## src/rtl/shiftreg_frame_serializer_pkg.sv

```systemverilog
// Shared types for the frame serializer: FSM state encoding and counter sizing.
// Latency: n/a (declarations only).
// Backpressure: n/a (declarations only).
package shiftreg_pkg;

  // PAR is only reachable when SHIFTREG_PARITY_EN is defined.
  typedef enum logic [2:0] {
    IDLE,
    LOAD,
    STAT,
    DYN,
    PAR,
    LATCH
  } state_t;

  // Bit counter width: wide enough to count the longer of the two segments.
  function automatic int cnt_w(input int size_a, input int size_b);
    return $clog2(((size_a > size_b) ? size_a : size_b) + 1);
  endfunction

endpackage

```

## src/rtl/shiftreg_frame_serializer_if.sv

```systemverilog
// Dynamic-word handshake between the register interface and the serializer.
// Latency: n/a (wires only).
// Backpressure: producer holds dyn_valid/dyn_word until dyn_ready is seen high.
interface shiftreg_frame_serializer_if #(
  parameter int SIZE_DYN = 16
) ();

  logic                dyn_valid;
  logic [SIZE_DYN-1:0] dyn_word;
  logic                dyn_ready;

  modport master (
    output dyn_valid,
    output dyn_word,
    input  dyn_ready
  );

  modport slave (
    input  dyn_valid,
    input  dyn_word,
    output dyn_ready
  );

endinterface

```

## src/rtl/shiftreg_frame_serializer_bit_timer.sv

```systemverilog
// Bit-period divider: down-counter reloaded at each bit start, bit_tick on the final cycle.
// Latency: bit_tick asserts div+1 cycles after a reload (immediately when div=0).
// Backpressure: none; reload always wins over counting.
module shiftreg_bit_timer #(
  parameter int DIV_W = 8
) (
  input  logic             CLK,
  input  logic             RST,
  input  logic             reload,
  input  logic [DIV_W-1:0] div,
  output logic             bit_tick
);

  logic [DIV_W-1:0] cnt;

  // Reload on each bit start, otherwise count down and park at zero.
  always_ff @(posedge CLK) begin
    if (RST) begin
      cnt <= '0;
    end else if (reload) begin
      cnt <= div;
    end else if (cnt != '0) begin
      cnt <= cnt - 1'b1;
    end
  end

  assign bit_tick = (cnt == '0);

endmodule

```

## src/rtl/shiftreg_frame_serializer.sv

```systemverilog
// Frame serializer: static word, dynamic word, optional even parity (SHIFTREG_PARITY_EN) on ser_out.
// Latency: start at t -> first bit at t+2, latch_stb at t+2+frame_bits*(cfg_div+1).
// Backpressure: dyn_ready low while the one-entry buffer is full, except in LOAD where it drains.
module shiftreg_frame_serializer
  import shiftreg_pkg::*;
#(
  parameter int SIZE_STAT = 88,
  parameter int SIZE_DYN  = 16,
  parameter int DIV_W     = 8
) (
  input  logic                  CLK,
  input  logic                  RST,
  input  logic [DIV_W-1:0]      cfg_div,
  input  logic                  cfg_msb_first,
  input  logic                  cfg_continuous,
  input  logic                  start,
  input  logic [SIZE_STAT-1:0]  stat_word,
  shiftreg_frame_serializer_if.slave dyn_if,
  output logic                  ser_out,
  output logic                  sel_stat,
  output logic                  sel_dyn,
  output logic                  latch_stb,
  output logic                  frame_done,
  output logic                  busy,
  output logic                  underrun
);

  localparam int CNT_W = cnt_w(SIZE_STAT, SIZE_DYN);
`ifdef SHIFTREG_PARITY_EN
  localparam int FRAME_W = SIZE_STAT + SIZE_DYN + 1;
`else
  localparam int FRAME_W = SIZE_STAT + SIZE_DYN;
`endif
  localparam logic [CNT_W-1:0] STAT_LAST = CNT_W'(SIZE_STAT - 1);
  localparam logic [CNT_W-1:0] DYN_LAST  = CNT_W'(SIZE_DYN - 1);

  state_t               state;
  logic [FRAME_W-1:0]   shreg;
  logic [FRAME_W-1:0]   shreg_shift;
  logic [FRAME_W-1:0]   frame_nxt;
  logic [CNT_W-1:0]     bit_cnt;
  logic [DIV_W-1:0]     div_q;
  logic [SIZE_DYN-1:0]  dyn_buf;
  logic [SIZE_DYN-1:0]  dyn_last;
  logic [SIZE_DYN-1:0]  dyn_sel;
  logic [SIZE_DYN-1:0]  dyn_ord;
  logic [SIZE_STAT-1:0] stat_ord;
  logic                 dyn_full;
  logic                 dyn_xfer;
  logic                 in_bit;
  logic                 bit_tick;
  logic                 tmr_reload;
  logic [DIV_W-1:0]     tmr_div;

  assign dyn_if.dyn_ready = !dyn_full || (state == LOAD);
  assign dyn_xfer         = dyn_if.dyn_valid && dyn_if.dyn_ready;

  assign in_bit      = (state == STAT) || (state == DYN) || (state == PAR);
  assign shreg_shift = {shreg[FRAME_W-2:0], 1'b0};

  // The divider value is live in LOAD (first bit) and frozen in div_q afterwards.
  assign tmr_reload = (state == LOAD) || (in_bit && bit_tick);
  assign tmr_div    = (state == LOAD) ? cfg_div : div_q;

  shiftreg_bit_timer #(
    .DIV_W (DIV_W)
  ) u_bit_timer (
    .CLK      (CLK),
    .RST      (RST),
    .reload   (tmr_reload),
    .div      (tmr_div),
    .bit_tick (bit_tick)
  );

  // Build the frame in transmission order (MSB of frame_nxt goes out first).
  always_comb begin
    dyn_sel  = dyn_full ? dyn_buf : dyn_last;
    stat_ord = stat_word;
    dyn_ord  = dyn_sel;
    if (!cfg_msb_first) begin
      for (int i = 0; i < SIZE_STAT; i++) stat_ord[SIZE_STAT-1-i] = stat_word[i];
      for (int i = 0; i < SIZE_DYN; i++)  dyn_ord[SIZE_DYN-1-i]   = dyn_sel[i];
    end
`ifdef SHIFTREG_PARITY_EN
    frame_nxt = {stat_ord, dyn_ord, ^{stat_word, dyn_sel}};
`else
    frame_nxt = {stat_ord, dyn_ord};
`endif
  end

  // Holding buffer: a handshake fills it, LOAD drains it; a same-cycle refill wins.
  always_ff @(posedge CLK) begin
    if (RST) begin
      dyn_full <= 1'b0;
      dyn_buf  <= '0;
    end else if (dyn_xfer) begin
      dyn_full <= 1'b1;
      dyn_buf  <= dyn_if.dyn_word;
    end else if (state == LOAD) begin
      dyn_full <= 1'b0;
    end
  end

  // Frame sequencer: state, shift register, bit counter and registered strobes.
  always_ff @(posedge CLK) begin
    if (RST) begin
      state      <= IDLE;
      shreg      <= '0;
      bit_cnt    <= '0;
      div_q      <= '0;
      dyn_last   <= '0;
      ser_out    <= 1'b0;
      sel_stat   <= 1'b0;
      sel_dyn    <= 1'b0;
      latch_stb  <= 1'b0;
      frame_done <= 1'b0;
      busy       <= 1'b0;
      underrun   <= 1'b0;
    end else begin
      latch_stb  <= 1'b0;
      frame_done <= 1'b0;
      case (state)
        IDLE: begin
          if (start) begin
            state <= LOAD;
            busy  <= 1'b1;
            if (dyn_full) underrun <= 1'b0;
          end
        end
        LOAD: begin
          div_q    <= cfg_div;
          shreg    <= frame_nxt;
          ser_out  <= frame_nxt[FRAME_W-1];
          sel_stat <= 1'b1;
          bit_cnt  <= '0;
          dyn_last <= dyn_sel;
          if (!dyn_full) underrun <= 1'b1;
          state    <= STAT;
        end
        STAT: begin
          if (bit_tick) begin
            shreg   <= shreg_shift;
            ser_out <= shreg[FRAME_W-2];
            if (bit_cnt == STAT_LAST) begin
              bit_cnt  <= '0;
              sel_stat <= 1'b0;
              sel_dyn  <= 1'b1;
              state    <= DYN;
            end else begin
              bit_cnt <= bit_cnt + 1'b1;
            end
          end
        end
        DYN: begin
          if (bit_tick) begin
            if (bit_cnt == DYN_LAST) begin
              bit_cnt <= '0;
              sel_dyn <= 1'b0;
`ifdef SHIFTREG_PARITY_EN
              shreg   <= shreg_shift;
              ser_out <= shreg[FRAME_W-2];
              state   <= PAR;
`else
              ser_out    <= 1'b0;
              latch_stb  <= 1'b1;
              frame_done <= 1'b1;
              state      <= LATCH;
`endif
            end else begin
              shreg   <= shreg_shift;
              ser_out <= shreg[FRAME_W-2];
              bit_cnt <= bit_cnt + 1'b1;
            end
          end
        end
        PAR: begin
          if (bit_tick) begin
            ser_out    <= 1'b0;
            latch_stb  <= 1'b1;
            frame_done <= 1'b1;
            state      <= LATCH;
          end
        end
        LATCH: begin
          if (cfg_continuous) begin
            state <= LOAD;
          end else begin
            state <= IDLE;
            busy  <= 1'b0;
          end
        end
        default: begin
          state <= IDLE;
          busy  <= 1'b0;
        end
      endcase
    end
  end

endmodule

```

## src/flat_wrapper.sv

```systemverilog
// flat-port wrapper written by rule: the top's interface ports become plain ports
module shiftreg_frame_serializer_flat import shiftreg_pkg::*;
#(
  parameter int SIZE_STAT = 88,
  parameter int SIZE_DYN  = 16,
  parameter int DIV_W     = 8
)
  (CLK, RST, cfg_div, cfg_msb_first, cfg_continuous, start, stat_word, ser_out, sel_stat, sel_dyn, latch_stb, frame_done, busy, underrun, dyn_if_dyn_valid, dyn_if_dyn_word, dyn_if_dyn_ready);
  shiftreg_frame_serializer_if #(.SIZE_DYN(SIZE_DYN)) dyn_if_i ();
  input  logic CLK;
  input  logic RST;
  input  logic [DIV_W-1:0] cfg_div;
  input  logic cfg_msb_first;
  input  logic cfg_continuous;
  input  logic start;
  input  logic [SIZE_STAT-1:0] stat_word;
  output logic ser_out;
  output logic sel_stat;
  output logic sel_dyn;
  output logic latch_stb;
  output logic frame_done;
  output logic busy;
  output logic underrun;
  input wire logic [$bits(dyn_if_i.dyn_valid)-1:0] dyn_if_dyn_valid;
  input wire logic [$bits(dyn_if_i.dyn_word)-1:0] dyn_if_dyn_word;
  output wire logic [$bits(dyn_if_i.dyn_ready)-1:0] dyn_if_dyn_ready;
  assign dyn_if_i.dyn_valid = dyn_if_dyn_valid;
  assign dyn_if_i.dyn_word = dyn_if_dyn_word;
  assign dyn_if_dyn_ready = dyn_if_i.dyn_ready;
  shiftreg_frame_serializer #(.SIZE_STAT(SIZE_STAT), .SIZE_DYN(SIZE_DYN), .DIV_W(DIV_W)) u_core (.CLK(CLK), .RST(RST), .cfg_div(cfg_div), .cfg_msb_first(cfg_msb_first), .cfg_continuous(cfg_continuous), .start(start), .stat_word(stat_word), .dyn_if(dyn_if_i), .ser_out(ser_out), .sel_stat(sel_stat), .sel_dyn(sel_dyn), .latch_stb(latch_stb), .frame_done(frame_done), .busy(busy), .underrun(underrun));
endmodule
```

## config.mk

```make
export PLATFORM = sky130hd
export DESIGN_NAME = shiftreg_frame_serializer_flat
export DESIGN_NICKNAME = d
export VERILOG_FILES = /design/src/rtl/shiftreg_frame_serializer_pkg.sv /design/src/rtl/shiftreg_frame_serializer_if.sv /design/src/rtl/shiftreg_frame_serializer_bit_timer.sv /design/src/rtl/shiftreg_frame_serializer.sv /design/src/flat_wrapper.sv
export SDC_FILE = /design/constraint.sdc
export NUM_CORES = 1
export LEC_CHECK = 0
export CAP_MARGIN = 15
export CORE_MARGIN = 2
export CORE_UTILIZATION = 45
export DETAILED_ROUTE_END_ITERATION = 10
export PLACE_DENSITY = 0.68
export SLEW_MARGIN = 20
export SYNTH_ARGS = -nofsm -noshare
export SYNTH_HDL_FRONTEND = slang
export SYNTH_SLANG_ARGS = --single-unit
export TNS_END_PERCENT = 50
```

## constraint.sdc

```tcl
create_clock -name CLK -period 2.6 [get_ports CLK]
set_input_delay 0.39 -clock CLK [delete_from_list [all_inputs] [get_ports CLK]]
set_output_delay 0.39 -clock CLK [all_outputs]
set_load 0.05 [all_outputs]
```

==> results of run 1 <==
[per-layer routing]
| metal | share of wire, % | GRT usage, % |
|---|---|---|
| met5 | 0 | 0 |
| met4 | 1.1 | 5.58 |
| met3 | 5.6 | 5.05 |
| met2 | 45 | 31.2 |
| met1 | 49 | 28.9 |
[cell families (layout without fill, tap and decap cells)]
family | Yosys count | in the layout
AO/OA/AOI/OAI | 320 | 320
adder cells (fa/ha/maj) | 3 | 3
buffers and inverters | 102 | 192
XOR/XNOR | 2 | 2
flip-flops | 168 | 168
multiplexers | 120 | 120
AND/OR/NAND/NOR | 360 | 360
[per-stage QoR]
| stage | power (mW) | area [µm²] | hold WS [ps] | cells |
|---|---|---|---|---|
| after floorplan | 5.64 | 8580 | 432 | 1075 |
| after global placement | 6.49 | 10000 | 441 | 1367 |
| after detailed placement | 6.53 | 10000 | 445 | 1367 |
| after CTS | 9.00 | 10600 | 425 | 1399 |
| after global routing | 9.53 | 10600 | 452 | 1399 |
| final | 8.96 | 10600 | 434 | 1399 |
[placed cells by master (no fill, tap or decap), types with 15 or more instances in the layout]
cell type / count
clkbuf_16: 17
a21oi_1: 161
dfxtp_1: 168
a22oi_1: 15
clkdlybuf4s50_1: 122
mux2i_1: 119
nor2_1: 22
o211ai_1: 102
buf_4: 26
nand2_1: 281
[cell type report]
class                      instances  share of cell area, %
multi-input combinational        805                   45.1
sequential                       168                   31.7
timing repair buffer             156                   14.8
clock buffer                      20                   4.31
tap                              234                   2.76
clock inverter                    12                   1.10
inverter                           4                  0.142
[critical path, stage by stage, from the launching register on]
cell	delay, ps
dfxtp_1	370
ha_1	220
nand3_1	170
or4b_1	720
o21ai_4	270
buf_12	280
nand2_1	100
a21oi_1	170
[sequential cells by signal, summed over array words and instances (netlist names), 3 cells and up]
name / cells
u_core.u_bit_timer.cnt: 8
u_core.dyn_buf: 16
u_core.bit_cnt: 7
u_core.dyn_last: 16
u_core.shreg: 103
u_core.state: 3
u_core.div_q: 8
[power groups by stage]
stage          combinational [mW]  sequential [mW]  clock (mW)
6_report                     3.11             3.40        2.46
5_1_grt                      3.45             3.46        2.62
4_1_cts                      3.11             3.39        2.50
3_5_place_dp                 3.10             3.44           0
3_3_place_gp                 3.06             3.43           0
2_1_floorplan                2.26             3.39           0
[worst max path at each step]
stage / cells past startpoint / slack [ps] / to
2_1_floorplan: 9 / 310 / u_core.dyn_buf[10]
3_3_place_gp: 7 / 290 / u_core.shreg[83]
3_5_place_dp: 7 / 240 / u_core.shreg[38]
4_1_cts: 7 / 200 / u_core.shreg[79]
5_1_grt: 7 / 2 / u_core.shreg[45]
6_report: 7 / 190 / u_core.shreg[79]
==> summary.md, run 1 <==
| Metric | Value |
|---|---|
| Internal power | `5.71 mW` |
| Hold Crit Start | `RST` |
| Post-synthesis simple-gate area fraction | `17.5%` |
| Yosys warnings | `0` |
| Root Driver | `clkbuf_16` |
| Clock power frac | `27.4%` |
| First-pass GRT wire length | `33900 µm` |
| Worst-Skew Late Latency | `about 430 ps` |
| FF-to-FF Start | `u_core.bit_cnt[0]` |
| Final Setup Violations | `0` |
| DRT iter0 DRCs | `623` |
| Maxcap violations | `0` |
| Vias in the first global route | `7068` |
| Die area | `0.0202 mm²` |
| CP arrival | `2760 ps` |
| Syn Nets | `1196` |
| Post-route ant nets | `0` |
| Sw Share | `36.3%` |
| Status | `finished, final reports clean` |
| Top FF cell, synth | `dfxtp_1` |
| Critical Path RT | `2950 ps` |
| Chip width | `142 µm` |
| Largest family of logic cells by synthesized area | `compound AO/OA/AOI/OAI gates` |
| Max VDD drop | `0.000557 V` |
| Tmin final | `2410 ps` |
| Core ar. | `0.0187 mm²` |
| Area leader, netlist | `dfxtp_1` |
| Routability cong. | `0.842` |
| Flop2flop setup slack | `190 ps` |
| Worst hold path cell count | `2` |
| Fin Clk Skew | `13.0 ps` |
| Gate Count Post-Synth | `1075` |
| Worst-margin pin slew | `837 ps` |
| Std-Cell Rows | `50` |
| R2R cell count | `7` |
| Area grow syn2layout | `23.4%` |
| PD cells | `~850 mW/mm²` |
| Drc violations | `0` |
| Largest net degree at the start of global routing | `between 100 and 150` |
| Netlist cell types | `51` |
| Post CTS Setup Buffer Count | `0` |
| Detailed Route WL | `20600 µm` |
| #FFs+latches synth | `roughly 170` |
| GRT Total Usage | `20.5%` |
| Final Hold Fails | `0` |
| Post-synth EDFFs | `0` |
| Total CTS buffers | `17` |
| Rel. slew slack | `between 40 and 50%` |
| Final Max Slew Viols | `0` |
| Grt total ovfl | `0` |
| Initial antenna violation count | `0` |
| Chip Height | `roughly 140 µm` |
| Post-placement worst setup slack | `approximately 240 ps` |
| Post-Synth Adder-Cell Area | `0.437%` |
| Count leader, synth | `nand2_1` |
| Initial core utilization | `between 40% and 50%` |
| CP max FO | `61` |
| CTS Sinks | `168` |
| Synth Area in XOR/XNOR | `0.204%` |
| Worst Hold Endpoint | `u_core.sel_stat` |
| Leak Pwr | `4.05 nW` |
| Reg2reg end | `u_core.shreg[79]` |
| Crit Path Class | `register to register` |
| Clock Path Buffers | `2` |
| Setup TNS Final | `0 ps` |
| Post-synthesis cell area | `0.00858 mm²` |
| Fin util | `~57%` |
| Critical Path Start | `u_core.bit_cnt[0]` |
| Worst hold path type | `input port to register` |
| Seq/Total Area, Yosys | `39.2%` |
| Switching power | `3.26 mW` |
| Hold-fix buffers, CTS | `0` |
| Combinational share of power | `34.7%` |
| Final net count | `between 1000 and 1500` |
| Post-CTS sizing | `0` |
| H-tree Lvls | `4` |
| # diodes | `0` |
| Post-synthesis mux area share | `14.1%` |
| Register area | `~0.0034 mm²` |
| DR vias | `7755` |
| Reg power frac | `37.9%` |
| Top post-synthesis cells by area | `dfxtp_1 (39%), mux2i_1 (14%), nand2_1 (12%), a21oi_1 (9.4%), o211ai_1 (8.9%)` |
| Total iterations of the first detailed-routing run | `4` |
| IO Port Bufs | `between 100 and 150` |
| Final worst setup slack | `193 ps` |
| Io pins | `~130` |
| CTS tree | `built` |
| Top cells by count, synth | `nand2_1 (281), dfxtp_1 (168), a21oi_1 (161), mux2i_1 (119), o211ai_1 (102)` |
| Clk slew on worst S/H paths | `60 ps` |
| Tcrit/Tclk final | `approximately 93%` |
| Fmax | `415 MHz` |
| Post-synthesis compound-gate area fraction | `23.1%` |
| Critical path startpoint category | `register` |
| Crit. End Element | `register` |
| Layout cell share with drive strength beyond 1 | `between 6 and 7%` |
| Fraction of registers with async set/reset | `0%` |
| Syn Area/Cell | `7.98 µm²` |
| Multi-input gate area | `0.00478 mm²` |
| Hpwl dp | `13500 µm` |
| Routed WL per cell | `14.7 µm` |
| Vias per cell | `5.54` |
| FILL cells | `around 1700` |
| Synth top area share | `39.2%` |
| RSZ-0062 raised after global routing | `no` |
No activity file was read; power rests on OpenSTA's default activity.
==> run 2, diff against run 1 <==
- GPL_ROUTABILITY_DRIVEN: unset -> 0
==> results of run 2 <==
The final DEF is identical to that of run 1; final timing and power are the same.
==> run 3, diff against run 2 <==
- DONT_BUFFER_PORTS: unset -> 1
- PLACE_DENSITY: 0.68 -> 0.6
==> run 3 against run 2 <==
  * Setup slack worse by 42 ps
  * Clock power hardly changed
  * Final cell count shrank 10%
  * Non-clock buffer count down 141
  * Clock skew down 1.4 ps
  * Cell area shrank 13%
  * Sequential share of layout area is 4.8 points higher
==> summary.md, run 3 (same netlist as run 1, synthesis figures left out) <==
| Metric | Value |
|---|---|
| Status | `finished, final reports clean` |
| FF-to-FF Start | `u_core.bit_cnt[0]` |
| Tmin final | `2450 ps (+41.6 ps)` |
| FILL cells | `1846 (+7.2%)` |
| IO Port Bufs | `0 (-100%)` |
| Crit Path Class | `register to register` |
| Flop2flop setup slack | `150 ps (-40 ps)` |
| Crit. End Element | `register` |
| Routed WL per cell | `15.5 µm (+5.3%)` |
| Total iterations of the first detailed-routing run | `5 (+1)` |
| # diodes | `0 (unchanged)` |
| Switching power | `3.12 mW (-4.2%)` |
| Worst hold path type | `input port to register` |
| Worst-margin pin slew | `927 ps (+90.3 ps)` |
| Grt total ovfl | `0 (unchanged)` |
| CTS Sinks | `168 (unchanged)` |
| Worst-Skew Late Latency | `430 ps (about the same)` |
| CP arrival | `2760 ps (about the same)` |
| Critical Path Start | `u_core.bit_cnt[0]` |
| Most common cell after layout, fill and taps aside | `nand2_1` |
| H-tree Lvls | `4 (unchanged)` |
| Post-route ant nets | `0 (unchanged)` |
| Hold Crit Start | `RST` |
| Final Setup Violations | `0 (unchanged)` |
| Root Driver | `clkbuf_16` |
| Combinational share of power | `30.6% (-4.1 points)` |
| Post CTS Setup Buffer Count | `0 (unchanged)` |
| Critical Path End | `u_core.shreg[5]` |
| Io pins | `126 (unchanged)` |
| Post-CTS sizing | `0 (unchanged)` |
| Die area | `0.0202 mm² (unchanged)` |
| Clock power frac | `29.1% (+1.7 points)` |
| Chip width | `142 µm (unchanged)` |
| CTS tree | `built` |
| DRT iter0 DRCs | `423 (-32%)` |
| Reg2reg end | `u_core.shreg[5]` |
| GRT Total Usage | `19.2% (-1.3 points)` |
| PD cells | `931 mW/mm² (+10%)` |
| Final net count | `1132 (-11%)` |
| Area grow syn2layout | `7.13%` |
| Clock Path Buffers | `2 (unchanged)` |
| Max VDD drop | `0.000468 V (-16%)` |
| Rel. slew slack | `38.1% (-5.9 points)` |
| Final worst setup slack | `151 ps (-41.6 ps)` |
| Hold-fix buffers, CTS | `0 (unchanged)` |
| Initial antenna violation count | `0 (unchanged)` |
| CP max FO | `102 (+67%)` |
| Largest net degree at the start of global routing | `170 (+45%)` |
| Crit-path max cell delay | `720 ps (about the same)` |
| Post-placement worst setup slack | `255 ps (+18.6 ps)` |
| DR vias | `7179 (-7.4%)` |
| Total CTS buffers | `17 (unchanged)` |
| Largest regs | `u_core.shreg (103), u_core.dyn_buf (16), u_core.dyn_last (16)` |
| CP max-delay cell | `or4b_1` |
| Commonest non-fill, non-tap cells in the layout | `nand2_1 (281), dfxtp_1 (168), a21oi_1 (161)` |
| Vias in the first global route | `6360 (-10%)` |
| Hpwl dp | `12000 µm (-11%)` |
| Core ar. | `0.0187 mm² (unchanged)` |
| Initial core utilization | `45.9% (unchanged)` |
| Biggest register | `u_core.shreg` |
| Vias per cell | `5.71 (+2.9%)` |
| Maxcap violations | `0 (unchanged)` |
| Setup TNS Final | `0 ps (unchanged)` |
| Reg power frac | `40.3% (+2.4 points)` |
| Std-Cell Rows | `50 (unchanged)` |
| Internal power | `5.44 mW (-4.7%)` |
| R2R cell count | `7 (unchanged)` |
| Drc violations | `0 (unchanged)` |
| Detailed Route WL | `19500 µm (-5.3%)` |
| Tcrit/Tclk final | `94.2% (+1.6 points)` |
| RSZ-0062 raised after global routing | `no` |
| Critical path startpoint category | `register` |
| Critical Path RT | `2910 ps (-40 ps)` |
| Sw Share | `36.5% (+0.13 points)` |
| Crit-path cells | `ha_1 > nand3_1 > or4b_1 > o21a_4 > buf_12 > o211ai_1 > a21oi_1` |
| Final Max Slew Viols | `0 (unchanged)` |
| First-pass GRT wire length | `31800 µm (-6.0%)` |
| Fmax | `408 MHz (-1.7%)` |
| Final Hold Fails | `0 (unchanged)` |
| Clk slew on worst S/H paths | `60 ps (about the same)` |
| Chip Height | `142 µm (unchanged)` |
| Layout cell share with drive strength beyond 1 | `5.76% (-0.93 points)` |
| Largest register FFs | `103 (unchanged)` |
| Leak Pwr | `3.46 nW (-15%)` |
| Fin Clk Skew | `11.6 ps (-1.41 ps)` |
[run 3: changes by cell type in the layout (fill, tap and decap cells not counted), moves of 2 or more]
| cell | previous run | this run |
|---|---|---|
| clkinvlp_4 | 0 | 2 |
| buf_4 | 26 | 11 |
| clkinv_2 | 4 | 1 |
| buf_12 | 7 | 4 |
| clkdlybuf4s50_1 | 122 | 0 |
[run 3: how the worst min path moves through the flow]
stage,depth (start not counted),to
2_1_floorplan,2,u_core.div_q[6]
3_3_place_gp,2,u_core.shreg[12]
3_5_place_dp,2,u_core.shreg[7]
4_1_cts,1,u_core.div_q[2]
5_1_grt,1,u_core.busy
6_report,1,u_core.sel_dyn
[run 3: cell type report]
class,count,area (µm²),share of cell area [%]
Clock inverter,13,136,1.48
Inverter,4,15.0,0.163
Timing Repair Buffer,15,163,1.77
Tap cell,234,293,3.18
Sequential cell,168,3360,36.6
Clock buffer,19,443,4.82
Multi-Input combinational cell,805,4780,52.0
[run 3: routing by layer]
layer  GRT usage (%)  part of all wire [%]  up-vias  routed length, µm
li1                -                     -     3701                  -
met3            4.51                   4.8       18                943
met1            27.8                    49     3332               9570
met5               0                     0        -                  0
met2            28.5                    45      128               8750
met4            5.37                   1.1        0                221
[run 3: power groups by stage]
| stage | clock, mW | combinational (mW) | sequential, mW |
|---|---|---|---|
| 2_1_floorplan | 0 | 2.26 | 3.39 |
| 3_3_place_gp | 0 | 2.60 | 3.50 |
| 3_5_place_dp | 0 | 2.63 | 3.49 |
| 4_1_cts | 2.55 | 2.64 | 3.44 |
| 5_1_grt | 2.65 | 2.97 | 3.51 |
| 6_report | 2.49 | 2.62 | 3.45 |
[run 3: worst max-delay path: cells and delay by family (launching register included)]
kind	cells	cell delay (ps)
buf+inv	1	200
compound gates	3	560
fa+ha+maj	1	210
simple gates	2	890
flops	1	360
[run 3: through the flow]
| stage | cell area, µm² | instances | hold WS [ps] | util (%) | total power [mW] |
|---|---|---|---|---|---|
| 6_report | 9200 | 1258 | 37.9 | 49.2 | 8.56 |
| 5_1_grt | 9200 | 1258 | 26.2 | 49.2 | 9.14 |
| 4_1_cts | 9200 | 1258 | 30.2 | 49.2 | 8.63 |
| 3_5_place_dp | 8620 | 1226 | 440 | 46.1 | 6.13 |
| 3_3_place_gp | 8620 | 1226 | 435 | 46.1 | 6.10 |
| 2_1_floorplan | 8580 | 1075 | 432 | - | 5.64 |
